## config.mk

```make
export PLATFORM = sky130hd
export DESIGN_NAME = pc_fetch
export DESIGN_NICKNAME = d
export VERILOG_FILES = /design/src/rtl/pc_fetch.sv
export SDC_FILE = /design/constraint.sdc
export NUM_CORES = 1
export LEC_CHECK = 0
export BUFFER_PORTS_ARGS = -buffer_cell sky130_fd_sc_hd__buf_4
export CELL_PAD_IN_SITES_DETAIL_PLACEMENT = 0
export CELL_PAD_IN_SITES_GLOBAL_PLACEMENT = 1
export CORE_UTILIZATION = 38
export DETAILED_ROUTE_END_ITERATION = 6
export GPL_TIMING_DRIVEN = 1
export MAX_ROUTING_LAYER = met4
export PLACE_DENSITY_LB_ADDON = 0.1
export SETUP_SLACK_MARGIN = 0.1
export SLEW_MARGIN = 15
export SYNTH_ARGS = -nofsm -noshare
export SYNTH_HDL_FRONTEND = slang
export SYNTH_SLANG_ARGS = --single-unit
```

## constraint.sdc

```tcl
create_clock -name clk -period 3.1 [get_ports clk]
set_input_delay 0 -clock clk [delete_from_list [all_inputs] [get_ports clk]]
set_output_delay 0 -clock clk [all_outputs]
set_load 0.02 [all_outputs]
```

## src/rtl/pc_fetch.sv

```systemverilog
// Instruction fetch unit: FETCH/EXEC/HALT sequencer owning the program counter.
// Optional feature macro PC_HALT_ON_WRAP_EN: halt instead of wrapping on a sequential PC overflow.
module pc_fetch #(
    parameter int unsigned PSIZE  = 6,
    parameter int unsigned IWIDTH = 16
) (
    input  logic              clk,
    input  logic              nReset,
    input  logic              PCincr,
    input  logic              PCabsbranch,
    input  logic              PCrelbranch,
    input  logic [PSIZE-1:0]  Branchaddr,
    input  logic              stall,
    output logic              imem_req,
    output logic [PSIZE-1:0]  imem_addr,
    input  logic              imem_ack,
    input  logic [IWIDTH-1:0] imem_rdata,
    output logic [IWIDTH-1:0] instr,
    output logic              instr_valid,
    output logic [PSIZE-1:0]  pc,
    output logic              halted
);

    typedef enum logic [1:0] {
        FETCH = 2'd0,
        EXEC  = 2'd1,
        HALT  = 2'd2
    } state_t;

    state_t           state;
    logic [PSIZE-1:0] pc_nxt_c;

    // Next PC: absolute beats relative, either branch masks the increment.
    always_comb begin
        pc_nxt_c = pc;
        if (PCabsbranch) begin
            pc_nxt_c = Branchaddr;
        end else if (PCrelbranch) begin
            pc_nxt_c = PSIZE'(pc + Branchaddr);
        end else if (PCincr) begin
            pc_nxt_c = PSIZE'(pc + PSIZE'(1));
        end
    end

    assign imem_addr = pc;

`ifdef PC_HALT_ON_WRAP_EN
    logic wrap_c;
    assign wrap_c = PCincr & ~PCabsbranch & ~PCrelbranch & (pc == {PSIZE{1'b1}});
`else
    assign halted = 1'b0;
`endif

    // imem_req stays low for the first cycle after reset so an ack on that edge is never latched.
    always_ff @(posedge clk or negedge nReset) begin
        if (!nReset) begin
            state       <= FETCH;
            pc          <= '0;
            instr       <= '0;
            instr_valid <= 1'b0;
            imem_req    <= 1'b0;
`ifdef PC_HALT_ON_WRAP_EN
            halted      <= 1'b0;
`endif
        end else begin
            case (state)
                FETCH: begin
                    if (!imem_req) begin
                        imem_req <= 1'b1;
                    end else if (imem_ack) begin
                        instr       <= imem_rdata;
                        imem_req    <= 1'b0;
                        instr_valid <= 1'b1;
                        state       <= EXEC;
                    end
                end
                EXEC: begin
                    if (!stall) begin
                        instr_valid <= 1'b0;
`ifdef PC_HALT_ON_WRAP_EN
                        if (wrap_c) begin
                            halted <= 1'b1;
                            state  <= HALT;
                        end else begin
                            pc       <= pc_nxt_c;
                            imem_req <= 1'b1;
                            state    <= FETCH;
                        end
`else
                        pc       <= pc_nxt_c;
                        imem_req <= 1'b1;
                        state    <= FETCH;
`endif
                    end
                end
                HALT: begin
                    state <= HALT;
                end
                default: begin
                    state <= FETCH;
                end
            endcase
        end
    end

endmodule

```

* After elaboration in Yosys (flattened, before gate mapping)
Cells that the tools add are included.
** Cells by class
- $add $sub $neg :: 2
- Equal/unequal tests :: 5
- Multiplexer cells :: 15
- Bitwise logic cells :: 1
- Reduce and logical (&&, ||, !) cells :: 8
** Operators with widths (number)
- 2-to-1 mux 6 bit :: 3
- AND reduction 3 bit :: 3
- adder 6 x 1 -> 6 bit, second input constant :: 1
- adder 6 bit :: 1
- 2-to-1 mux 1 bit :: 6
- 2-to-1 mux 2 bit :: 3
- inequality test 2 bit, second input constant :: 3
- one-hot mux 2 bit (3 select lines) :: 1
- one-hot mux 1 bit (2 select lines) :: 2
- AND reduction 4 bit :: 1
- nonzero test 3 bit :: 1
- equality test 2 x 1 -> 1 bit, second input constant :: 1
- equality test 2 bit, second input constant :: 1
- zero test 2 bit :: 1
- AND reduction 2 bit :: 1
- nonzero test 2 bit :: 1
- inverter 1 bit :: 1
** Storage, ports and cells
- Register bits :: 26
- Input bits :: 29
- Output and inout port bits :: 31
- Word-level logic and storage cells :: 36

* Depth between registers and ports, before layout
- Word-level depth :: 4
- Gate-level depth with buffers :: 10
- Depth with buffers taken out :: 9

* Worst setup path after synthesis
Ideal clock, no wire load.
- Kind :: reg-to-reg
- Start :: register pc[0], in the netlist imem_addr[0]
- End :: register pc[4], in the netlist imem_addr[4]
- Setup time :: 0.065 ns
- Arrival time :: 1.865 ns
- Required time :: 3.035 ns
- Slack :: 1.170 ns
- Cell stages (with the launch flop) :: 9
- Buffers on the path :: 0
- Period minus slack after synthesis :: 1.930 ns
- Cells stage by stage :: dfrtp_1 -> ha_1 -> inv_1 -> fa_1 -> nor2b_1 -> o21ai_0 -> nor3b_1 -> o311ai_1 -> o21a_1
** On the way
- Longest elaborated chain between the ends :: 4
- Elaborated cells between the ends (all ways) :: 5
- Classes of those cells :: add/sub (2); mux (3)
** RTL lines
- from (decl) :: RTL line 20 : output logic [PSIZE-1:0] pc,
- from (signal assigned) :: RTL line 90 : pc <= pc_nxt_c;
- adder 6 x 1 -> 6 bit :: RTL line 41 : pc_nxt_c = PSIZE'(pc + PSIZE'(1));
- 2-to-1 mux 6 bit :: RTL line 40 : end else if (PCincr) begin
- 2-to-1 mux 6 bit (*) :: RTL line 38 : end else if (PCrelbranch) begin
- 2-to-1 mux 6 bit (*) :: RTL line 36 : if (PCabsbranch) begin
Every way passes the cells marked *; elsewhere a longest branch is shown, timed or not. The select of a mux whose other input is x is not followed.
A chain may end at the register's enable or synchronous reset.

* Worst setup path after layout
Same ends and word-level chain as after synthesis.

==> impl_metrics.csv <==
group,metric,value,unit
logic_synthesis,synth_area_leaders,"dfrtp_1 47%, mux2_2 13%, ha_1 4.6%",
die,initial_core_util,0.405,
finish,final_util,0.593,
drt,drt_iter0_markers,20,
critical_path,cp.required,3.36,ns
clock_network,cts_tree,"built",
timing,fmax,0.504,GHz
drt,wire_per_inst,11.9,um
logic_synthesis,yosys.area.top_type_share,0.474,
power,comb_power_share,0.577,
grt,grt_pass1_wl,4910,um
power,p_sw,0.000718,W
grt,grt_max_degree,27,
die,io_pins,60,
timing,rsz0062_at_grt,"no",
logic_synthesis,yosys.area.top_type,"dfrtp_1",
logic_synthesis,synthDistinctLibCells,35,
clock_network,clockBufferDepth,2,
logic_synthesis,synth_compound_area_frac,0.119,
critical_path,crit_fanout,4,
logic_synthesis,syn_area,1370,um2
logic_synthesis,synth_nets,157,
run,drv_cap,0,
grt,grt_pass1_vias,1156,
clock_network,ctsHtreeMaxLevel,1,
critical_path,slowest_stage,"dfrtp_1",
die,dieHeight,62.1,um
worst_hold_path,hp-class,"in2reg",
grt,overflow,0,
drt,drc,0,
placement,dp.cells,215,
timing,clock_skew,0.00585,ns
critical_path,arrival,2.24,ns
critical_path,path_cells,"ha_1, inv_1, fa_1, nor2b_1, o21ai_0, nor3b_1, o311ai_1, o21a_1",
power,p_sw_frac,0.408,
drt,via_count,1129,
finish,synthToLayoutAreaGrowth,46.4,%
logic_synthesis,ys_seq_area_frac,0.474,
drt,ant_nets,0,
status,status,"finished clean",
logic_synthesis,postSynthAreaPerCell,11.3,um2
drt,dr.pass1.iters,4,
die,rows,21,
power,power.leakage,0.945,nW
logic_synthesis,syn_inst,122,
power,p_int,0.00104,W
finish,multi_input_area,617,um2
clock_network,clk_pin_slew,0.13,ns
logic_synthesis,muxShareOfSynthArea,0.153,
power,clock_power_share,0.077,
critical_path,start_kind,"register",
finish,fillers,278,
drt,wl,2830,um
logic_synthesis,yosysWarnings,0,
critical_path,criticalPathCategory,"reg2reg",
critical_path,worstSetupEndpointType,"register",
logic_synthesis,yosys.area_share.simple,0.114,
clock_network,clk_latency,0.30,ns
die,core,3390,um2
timing,relSlewSlack,0.453,
logic_synthesis,synthXorXnorAreaFrac,0,
logic_synthesis,synth_seq_cells,26,
logic_synthesis,synth_top_family_by_area,"multiplexers",
timing,setup_viol,0,
die,die_x,62.1,um
finish,instances_no_fill,238,
power,pwr-share-seq,0.347,
die,die_area,3860,um2
timing,final.setup.tns,0,ns
critical_path,reg2reg_slack,1.12,ns
clock_network,cts-resized-gates,0,
finish,nets,229,
placement,routabilityCongestion,0.866,
grt,grt_usage,0.162,
clock_network,clkSinkCount,26,
clock_network,cts-buffers-inserted,3,
finish,drive_gt1_frac,0.432,
placement,io_buffers,58,
timing,hold_viol,0,
clock_network,cts-root-buf,"clkbuf_4",
logic_synthesis,yosys.area_share.adder,0.0602,
timing,worst_pin_slew,0.817,ns
power,vdd_drop_max,0.421,mV
timing,finalCriticalPeriod,1.98,ns
finish,regArea,651,um2
power,p_per_area,875,nW/um2
timing,layout_worst_path_cycle_share,0.640,
finish,n_antenna_cell,0,
placement,dp.final_hpwl,2040,um
critical_path,cpPeakStageDelay,0.42,ns
grt,antenna_found_initial,0,
drt,viasPerCell,4.74,
timing,slew_viol_final,0,
power by group through the flow:
| stage | Sequential [W] | Clock, W | Combinational (W) |
|---|---|---|---|
| floorplan | 0.000799 | 0 | 0.000471 |
| global placement | 0.000609 | 0 | 0.000989 |
| detailed placement | 0.000620 | 0 | 0.00100 |
| CTS | 0.000612 | 0.000145 | 0.00102 |
| global route | 0.000633 | 0.000159 | 0.00109 |
| finish | 0.000610 | 0.000135 | 0.00101 |
metrics by stage:
step | setup WS [ns] | hold WS (ns) | total power (W) | instance area (um2)
after detailed placement | 1.14 | -0.0714 | 0.00162 | 1790
after floorplan | 1.17 | -0.296 | 0.00127 | 1370
after CTS | 1.10 | 0.00384 | 0.00178 | 2010
final | 1.12 | 0.0157 | 0.00176 | 2010
after global placement | 1.22 | -0.0720 | 0.00160 | 1790
after global routing | 0.932 | 0.0119 | 0.00189 | 2010
kinds of logic (layout without fill, tap and decap cells):
| logic type | count (synthesis) | after routing |
|---|---|---|
| AND/OR/NAND/NOR | 28 | 28 |
| flip-flops | 26 | 26 |
| AO/OA/AOI/OAI | 24 | 24 |
| multiplexers | 19 | 19 |
| buffers and inverters | 18 | 88 |
| adder cells (fa/ha/maj) | 6 | 6 |
| other | 1 | 1 |
placed cells by master (no fill, tap or decap), types with 2 or more instances in the layout:
| cell | Yosys | layout |
|---|---|---|
| buf_4 | 8 | 58 |
| a21oi_1 | 6 | 6 |
| dlygate4sd3_1 | 0 | 20 |
| clkbuf_4 | 0 | 3 |
| nand3_1 | 3 | 3 |
| nand2_1 | 8 | 8 |
| and2_1 | 3 | 3 |
| dfrtp_1 | 26 | 26 |
| nor2_1 | 7 | 7 |
| mux2_2 | 16 | 16 |
| o21ai_0 | 5 | 5 |
| inv_1 | 7 | 7 |
| ha_1 | 5 | 5 |
| mux2i_1 | 3 | 3 |
| nor2b_1 | 2 | 2 |
worst max-delay path: cells and delay by family, from the launching register on:
kind                       cells  cell delay [ns]
DFF                            1             0.42
adders and majority gates      2             0.59
and+or+nand+nor                2             0.31
AOI/OAI and AO/OA              3             0.55
buffers and inverters          1             0.07
sequential cells by signal, summed over array words and instances (netlist names):
name and flops:
imem_addr 6, instr_valid 1, instr 16, imem_req 1
state 2
cell type report:
cell class / instances / share of cell area
clock buffers: 3 / 0.0112
inverters: 7 / 0.0131
multi-input cells: 78 / 0.307
flip-flops and latches: 26 / 0.324
well taps: 46 / 0.0286
repair buffers: 78 / 0.316
what timing repair did:
| action | in CTS | in global routing |
|---|---|---|
| endpoints found under the hold margin | 45 | 0 |
| hold buffers | 20 | 0 |
| buffers inserted | 0 | 0 |
path summary, 6_finish.rpt:
path | start | to | cells after the start
hold reg to reg | instr[9] | instr[9] | 1
min in group asynchronous | nReset | imem_addr[4] | 2
max in group asynchronous | nReset | instr[6] | 2
hold / removal | Branchaddr[1] | imem_addr[1] | 5
setup / recovery | imem_addr[0] | imem_addr[4] | 8
setup reg to reg | imem_addr[0] | imem_addr[4] | 8
synth_stat cells (all sizes together):
cell type,count
nor3,2
nand2b,1
o21bai,1
nor2b,2
nand3,3
buf,9
mux2i,3
mux2,16
o311ai,1
fa,1
o21a,1
a31o,1
nand2,8
a21boi,1
dfrtp,26
and2,3
a211oi,2
ha,5
o31a,2
inv,7
clkbuf,2
conb,1
nor3b,2
o21ai,6
a211o,1
a21oi,7
nor2,7
a21o,1
layer usage:
layer  GRT usage  share of wire  vias to the layer above
li1            -              -                      556
met5           -              0                        -
met1       0.181           0.41                      535
met2       0.295           0.53                       36
met4      0.0436         0.0064                        0
met3      0.0313          0.046                        2
No activity file was read; power rests on OpenSTA's default activity.
